$ cat src/rtl/serial_sub_if.sv
// Operand/result bundle for the bit-serial subtractor: request side from the controller,
// result and status side back from the subtractor.
interface serial_sub_if #(parameter int n = 8);
  logic         start;
  logic         borrowin;
  logic [n-1:0] Xin;
  logic [n-1:0] Yin;
  logic [n-1:0] D;
  logic         borrowout;
  logic         overflow;
  logic         zero;
  logic         busy;
  logic         done;

  modport master (
    output start, borrowin, Xin, Yin,
    input  D, borrowout, overflow, zero, busy, done
  );

  modport slave (
    input  start, borrowin, Xin, Yin,
    output D, borrowout, overflow, zero, busy, done
  );
endinterface

$ cat src/rtl/serial_sub.sv
// Bit-serial D = X - Y - borrowin, LSB first, one bit per cycle; done pulses n+1 cycles after capture.
// start is taken only in IDLE/DONE, so a start during SHIFT is dropped rather than queued.
module serial_sub #(
  parameter int n = 8
) (
  input  logic        i_clk,
  input  logic        i_rst,
  serial_sub_if.slave bus
);

  localparam int CW = (n > 1) ? $clog2(n) : 1;

  typedef enum logic [1:0] {IDLE, SHIFT, DONE} state_t;

  state_t         r_state;
  state_t         w_next;
  logic [n-1:0]   r_xr;
  logic [n-1:0]   r_yr;
  logic [n-1:0]   r_res;
  logic [n-1:0]   r_d;
  logic [CW-1:0]  r_cnt;
  logic           r_b;
  logic           r_xmsb;
  logic           r_ymsb;
  logic           r_bo;
  logic           r_ov;
  logic           r_zero;

  logic           w_x;
  logic           w_y;
  logic           w_d;
  logic           w_b_nxt;
  logic           w_last;
  logic           w_accept;
  logic [n-1:0]   w_res_nxt;

  assign w_x       = r_xr[0];
  assign w_y       = r_yr[0];
  assign w_d       = w_x ^ w_y ^ r_b;
  assign w_b_nxt   = (~w_x & w_y) | (~(w_x ^ w_y) & r_b);
  assign w_last    = (r_cnt == CW'(n - 1));
  assign w_accept  = bus.start && (r_state != SHIFT);
  // New bit enters at the MSB; after n shifts bit 0 of the result sits at bit 0.
  assign w_res_nxt = n'({w_d, r_res} >> 1);

  always_comb begin
    w_next = r_state;
    case (r_state)
      IDLE:    if (bus.start) w_next = SHIFT;
      SHIFT:   if (w_last) w_next = DONE;
      DONE:    w_next = bus.start ? SHIFT : IDLE;
      default: w_next = IDLE;
    endcase
  end

  always_ff @(posedge i_clk or posedge i_rst) begin
    if (i_rst) r_state <= IDLE;
    else       r_state <= w_next;
  end

  always_ff @(posedge i_clk or posedge i_rst) begin
    if (i_rst) begin
      r_xr   <= '0;
      r_yr   <= '0;
      r_res  <= '0;
      r_d    <= '0;
      r_cnt  <= '0;
      r_b    <= 1'b0;
      r_xmsb <= 1'b0;
      r_ymsb <= 1'b0;
      r_bo   <= 1'b0;
      r_ov   <= 1'b0;
      r_zero <= 1'b0;
    end else if (w_accept) begin
      r_xr   <= bus.Xin;
      r_yr   <= bus.Yin;
      r_b    <= bus.borrowin;
      r_xmsb <= bus.Xin[n-1];
      r_ymsb <= bus.Yin[n-1];
      r_res  <= '0;
      r_cnt  <= '0;
    end else if (r_state == SHIFT) begin
      r_xr  <= r_xr >> 1;
      r_yr  <= r_yr >> 1;
      r_b   <= w_b_nxt;
      r_res <= w_res_nxt;
      r_cnt <= r_cnt + CW'(1);
      // Operand MSBs were saved at capture since the shift registers no longer hold them.
      if (w_last) begin
        r_d    <= w_res_nxt;
        r_bo   <= w_b_nxt;
        r_ov   <= (r_xmsb != r_ymsb) && (w_d != r_xmsb);
        r_zero <= (w_res_nxt == '0);
      end
    end
  end

  assign bus.D         = r_d;
  assign bus.borrowout = r_bo;
  assign bus.overflow  = r_ov;
  assign bus.zero      = r_zero;
  assign bus.busy      = (r_state == SHIFT);
  assign bus.done      = (r_state == DONE);

endmodule

$ cat src/flat_wrapper.sv
// flat-port wrapper written by rule: the top's interface ports become plain ports
module serial_sub_flat 
#(
  parameter int n = 8
)
  (i_clk, i_rst, bus_start, bus_borrowin, bus_Xin, bus_Yin, bus_D, bus_borrowout, bus_overflow, bus_zero, bus_busy, bus_done);
  serial_sub_if #(.n(n)) bus_i ();
  input  logic i_clk;
  input  logic i_rst;
  input wire logic [$bits(bus_i.start)-1:0] bus_start;
  input wire logic [$bits(bus_i.borrowin)-1:0] bus_borrowin;
  input wire logic [$bits(bus_i.Xin)-1:0] bus_Xin;
  input wire logic [$bits(bus_i.Yin)-1:0] bus_Yin;
  output wire logic [$bits(bus_i.D)-1:0] bus_D;
  output wire logic [$bits(bus_i.borrowout)-1:0] bus_borrowout;
  output wire logic [$bits(bus_i.overflow)-1:0] bus_overflow;
  output wire logic [$bits(bus_i.zero)-1:0] bus_zero;
  output wire logic [$bits(bus_i.busy)-1:0] bus_busy;
  output wire logic [$bits(bus_i.done)-1:0] bus_done;
  assign bus_i.start = bus_start;
  assign bus_i.borrowin = bus_borrowin;
  assign bus_i.Xin = bus_Xin;
  assign bus_i.Yin = bus_Yin;
  assign bus_D = bus_i.D;
  assign bus_borrowout = bus_i.borrowout;
  assign bus_overflow = bus_i.overflow;
  assign bus_zero = bus_i.zero;
  assign bus_busy = bus_i.busy;
  assign bus_done = bus_i.done;
  serial_sub #(.n(n)) u_core (.i_clk(i_clk), .i_rst(i_rst), .bus(bus_i));
endmodule
$ cat config.mk
export PLATFORM = sky130hd
export DESIGN_NAME = serial_sub_flat
export DESIGN_NICKNAME = d
export VERILOG_FILES = /design/src/rtl/serial_sub_if.sv /design/src/rtl/serial_sub.sv /design/src/flat_wrapper.sv
export SDC_FILE = /design/constraint.sdc
export NUM_CORES = 1
export LEC_CHECK = 0
export CAP_MARGIN = 20
export CORE_AREA = 4 4 64 66
export DETAILED_ROUTE_END_ITERATION = 10
export DIE_AREA = 0 0 68 70
export PLACE_DENSITY = 0.79
export SYNTH_ARGS = -nofsm -noshare
export SYNTH_HDL_FRONTEND = slang
export SYNTH_SLANG_ARGS = --single-unit
$ cat constraint.sdc
create_clock -name i_clk -period 3.7 [get_ports i_clk]
set_input_delay 0.74 -clock i_clk [delete_from_list [all_inputs] [get_ports i_clk]]
set_output_delay 0.74 -clock i_clk [all_outputs]
set_load 0.01 [all_outputs]
==> out/summary.json <==
{
  "yosysUniqueCellTypes": {"value": 21},
  "worst_clock_skew": {"value": 0.00953, "unit": "ns"},
  "drc": {"value": 0},
  "remaining_global_route_overflow": {"value": 0},
  "multi_input_area": {"value": 717, "unit": "sq um"},
  "worst-r2r-setup-slack": {"value": 2.19, "unit": "ns"},
  "timing_max_transition_violations_final": {"value": 0},
  "flow.area_growth_from_synthesis": {"value": 22.8, "unit": "%"},
  "wl": {"value": 3320, "unit": "um"},
  "design_area": {"value": 2280, "unit": "sq um"},
  "hpwl": {"value": 2480, "unit": "um"},
  "reg2reg_from": {"value": "u_core.r_cnt[0]"},
  "num_vias": {"value": 1266},
  "holdCritPathClass": {"value": "flop to flop"},
  "worstPathMaxFanout": {"value": 6},
  "cts_tree": {"value": "done"},
  "synth.largest_area_cell": {"value": "sky130_fd_sc_hd__dfrtp_1"},
  "fp.dieArea": {"value": 4760, "unit": "sq um"},
  "drt-pass1-iter-count": {"value": 4},
  "post_cts.repair.setup_buffers": {"value": 0},
  "nNetsFinal": {"value": 224},
  "regToRegEndpoint": {"value": "u_core.bus.D[6]"},
  "r2r.worst_path.cells": {"value": 4},
  "io_buffer_count": {"value": 32},
  "detailedRoute.firstIterationViolations": {"value": 65},
  "min_delay_worst_endpoint": {"value": "u_core.r_cnt[0]"},
  "grt_use_total": {"value": 16.2, "unit": "%"},
  "timing.fmax": {"value": 421, "unit": "MHz"},
  "timing.critical_path.to_type": {"value": "output pin"},
  "kind_of_start_point_of_the_critical_path": {"value": "flop"},
  "regArea": {"value": 1050, "unit": "sq um"},
  "ys_top_cells_by_area": {"value": "sky130_fd_sc_hd__dfrtp_1 57%, sky130_fd_sc_hd__mux2i_1 9.2%, sky130_fd_sc_hd__nand2_1 7.9%, sky130_fd_sc_hd__o21ai_0 7.0%, sky130_fd_sc_hd__mux2_2 6.1%"},
  "tns": {"value": 0, "unit": "ns"},
  "dpl_worst_slack": {"value": 1.27, "unit": "ns"},
  "synthMuxAreaShare": {"value": 15.3, "unit": "%"},
  "clk_path_buf_depth": {"value": 2},
  "antenna_diode_count": {"value": 0},
  "route.detailed.wl_per_inst": {"value": 13.3, "unit": "um"},
  "postSynthAreaPerCell": {"value": 11.1, "unit": "sq um"},
  "share_of_final_layout_standard_cells_stronger_than_drive_strength_1": {"value": 10.9, "unit": "%"},
  "layout_worst_path_cycle_share": {"value": 64.3, "unit": "%"},
  "min_from": {"value": "u_core.r_cnt[0]"},
  "cts_resized": {"value": 0},
  "minimum_clock_period_after_layout": {"value": 2.38, "unit": "ns"},
  "vias_per_cell": {"value": 5.08},
  "synth-xor-area-share": {"value": 0, "unit": "%"},
  "layout_setup_ws": {"value": 1.32, "unit": "ns"},
  "clock_net_sink_count": {"value": 42},
  "hold_viol": {"value": 0},
  "synth_seq_area_share": {"value": 56.7, "unit": "%"},
  "fillCellCount": {"value": 295},
  "ant_nets": {"value": 0},
  "outcome": {"value": "completed"},
  "design.core.area": {"value": 3580, "unit": "sq um"},
  "drv_cap": {"value": 0},
  "power": {"value": 1700, "unit": "uW"},
  "synth_top_family_by_area": {"value": "multiplexers"},
  "setup_violations": {"value": 0},
  "ys.warnings.count": {"value": 0},
  "critical_path_class": {"value": "flop to output pin"},
  "leakagePower": {"value": 0.00106, "unit": "uW"},
  "worst-endpoint-arrival": {"value": 1.64, "unit": "ns"},
  "clkTransAtPathRegs": {"value": 0.11, "unit": "ns"},
  "last_weighted_congestion_value_of_the_routability_driven_placer": {"value": 0.745},
  "ctsHtreeMaxLevel": {"value": 2},
  "layout.cells.most_common": {"value": "sky130_fd_sc_hd__dfrtp_1"},
  "slew-limit-headroom": {"value": 61.9, "unit": "%"},
  "die_width": {"value": 68, "unit": "um"},
  "first_global_vias": {"value": 1331},
  "synth-adder-area-share": {"value": 3.51, "unit": "%"},
  "die_h": {"value": 70, "unit": "um"},
  "syn_nets": {"value": 191},
  "clock_insertion_delay_worst_skew": {"value": 0.35, "unit": "ns"},
  "synthesized_area_fraction_occupied_by_ao_oa_aoi_and_oai_cells": {"value": 8.44, "unit": "%"},
  "detailed_place.area": {"value": 2200, "unit": "sq um"},
  "clock-root-buffer": {"value": "sky130_fd_sc_hd__clkbuf_4"},
  "synthSimpleGateAreaFrac": {"value": 11.5, "unit": "%"},
  "synth_top_area_share": {"value": 56.7, "unit": "%"},
  "irDropWorstVdd": {"value": 0.351, "unit": "mV"},
  "grt_first_pass_wirelength": {"value": 5890, "unit": "um"},
  "floorplan.io_pins": {"value": 33},
  "max_slew.worst_pin.slew": {"value": 0.570, "unit": "ns"},
  "postSynthRegisterBits": {"value": 42},
  "initial_antenna_violation_count": {"value": 0},
  "numCtsBuffers": {"value": 5},
  "floorplan.initialDensity": {"value": 51.8, "unit": "%"},
  "floorplan.rows": {"value": 22},
  "grt_setup_unrepaired": {"value": "false"},
  "ctsHoldBuffers": {"value": 0},
  "hold_ws": {"value": 0.490, "unit": "ns"},
  "hold_path_depth": {"value": 1},
  "netlist_instances": {"value": 167},
  "power-per-cell-area": {"value": 745, "unit": "nW/um^2"},
  "cp.required": {"value": 2.96, "unit": "ns"},
  "most-common-layout-cells": {"value": "42 x sky130_fd_sc_hd__dfrtp_1, 39 x sky130_fd_sc_hd__nand2_1, 32 x sky130_fd_sc_hd__clkdlybuf4s50_1, 26 x sky130_fd_sc_hd__o21ai_0, 17 x sky130_fd_sc_hd__mux2i_1"},
  "grt_start_max_net_pins": {"value": 50},
  "synth.cell_area": {"value": 1850, "unit": "sq um"}
}
per-layer routing:
metal | global-route usage [%] | wire (um)
met1 | 20.8 | 1400
met2 | 25.3 | 1710
met3 | 4.50 | 157
met4 | 7.06 | 50
met5 | 0 | 0
per-stage QoR:
step / cells / utilization, %
2_1_floorplan: 167 / -
3_3_place_gp: 241 / 61.4
3_5_place_dp: 241 / 61.4
4_1_cts: 249 / 63.6
5_1_grt: 249 / 63.6
6_report: 249 / 63.6
critical path: stages, from the launching register on:
cell and delay, ns:
sky130_fd_sc_hd__dfrtp_1 0.40, sky130_fd_sc_hd__nand2b_1 0.24, sky130_fd_sc_hd__inv_1 0.12, sky130_fd_sc_hd__clkdlybuf4s50_1 0.54
sequential cells by signal, summed over array words and instances, names as in the netlist, 2 cells and up:
signal	count
u_core.bus.D	8
u_core.r_cnt	3
u_core.r_res	7
u_core.r_state	2
u_core.r_xr	8
u_core.r_yr	8
worst max path at each step:
| stage | from | slack [ns] | cells past startpoint | endpoint |
|---|---|---|---|---|
| after global routing | u_core.r_state[1] | 1.22 | 3 | bus_busy |
| after CTS | u_core.r_state[1] | 1.30 | 3 | bus_busy |
| final | u_core.r_state[1] | 1.32 | 3 | bus_busy |
| after detailed placement | bus_start | 1.27 | 5 | u_core.r_cnt[1] |
| after floorplan | i_rst | 1.99 | 1 | u_core.bus.D[0] |
| after global placement | bus_start | 1.34 | 5 | u_core.r_res[2] |
where the power goes:
| group | switching (uW) | total [uW] | internal (uW) |
|---|---|---|---|
| registers | 132 | 788 | 656 |
| logic | 314 | 637 | 324 |
| clock network | 140 | 270 | 130 |
| total | 586 | 1700 | 1110 |
cells by family (layout without fill, tap and decap cells):
group / after synthesis / count (layout)
adder cells (fa/ha/maj): 4 / 4
flip-flops: 42 / 42
multiplexers: 27 / 27
AO/OA/AOI/OAI: 30 / 30
AND/OR/NAND/NOR: 48 / 48
buffers and inverters: 16 / 50
Yosys cell counts:
master / instances
sky130_fd_sc_hd__buf_2: 3
sky130_fd_sc_hd__nor3b_1: 1
sky130_fd_sc_hd__dfrtp_1: 42
sky130_fd_sc_hd__buf_6: 1
sky130_fd_sc_hd__nand2b_1: 1
sky130_fd_sc_hd__mux2i_1: 17
sky130_fd_sc_hd__clkbuf_2: 2
sky130_fd_sc_hd__nor2_1: 2
sky130_fd_sc_hd__nor4_1: 2
sky130_fd_sc_hd__ha_1: 2
sky130_fd_sc_hd__mux2_2: 10
sky130_fd_sc_hd__o211a_1: 1
sky130_fd_sc_hd__o22ai_1: 1
sky130_fd_sc_hd__fa_1: 2
sky130_fd_sc_hd__buf_4: 3
sky130_fd_sc_hd__a21oi_1: 2
sky130_fd_sc_hd__o21ai_0: 26
sky130_fd_sc_hd__nor2b_1: 2
sky130_fd_sc_hd__nand3b_4: 1
sky130_fd_sc_hd__inv_1: 7
sky130_fd_sc_hd__nand2_1: 39
cell type report:
cell class / count / area share, %
Multi-Input combinational cell: 109 / 31.5
Inverter: 7 / 1.15
Tap cell: 48 / 2.64
Timing Repair Buffer: 35 / 15.1
Clock buffer: 8 / 3.46
Sequential cell: 42 / 46.2
Power figures use the tool's default switching activity.
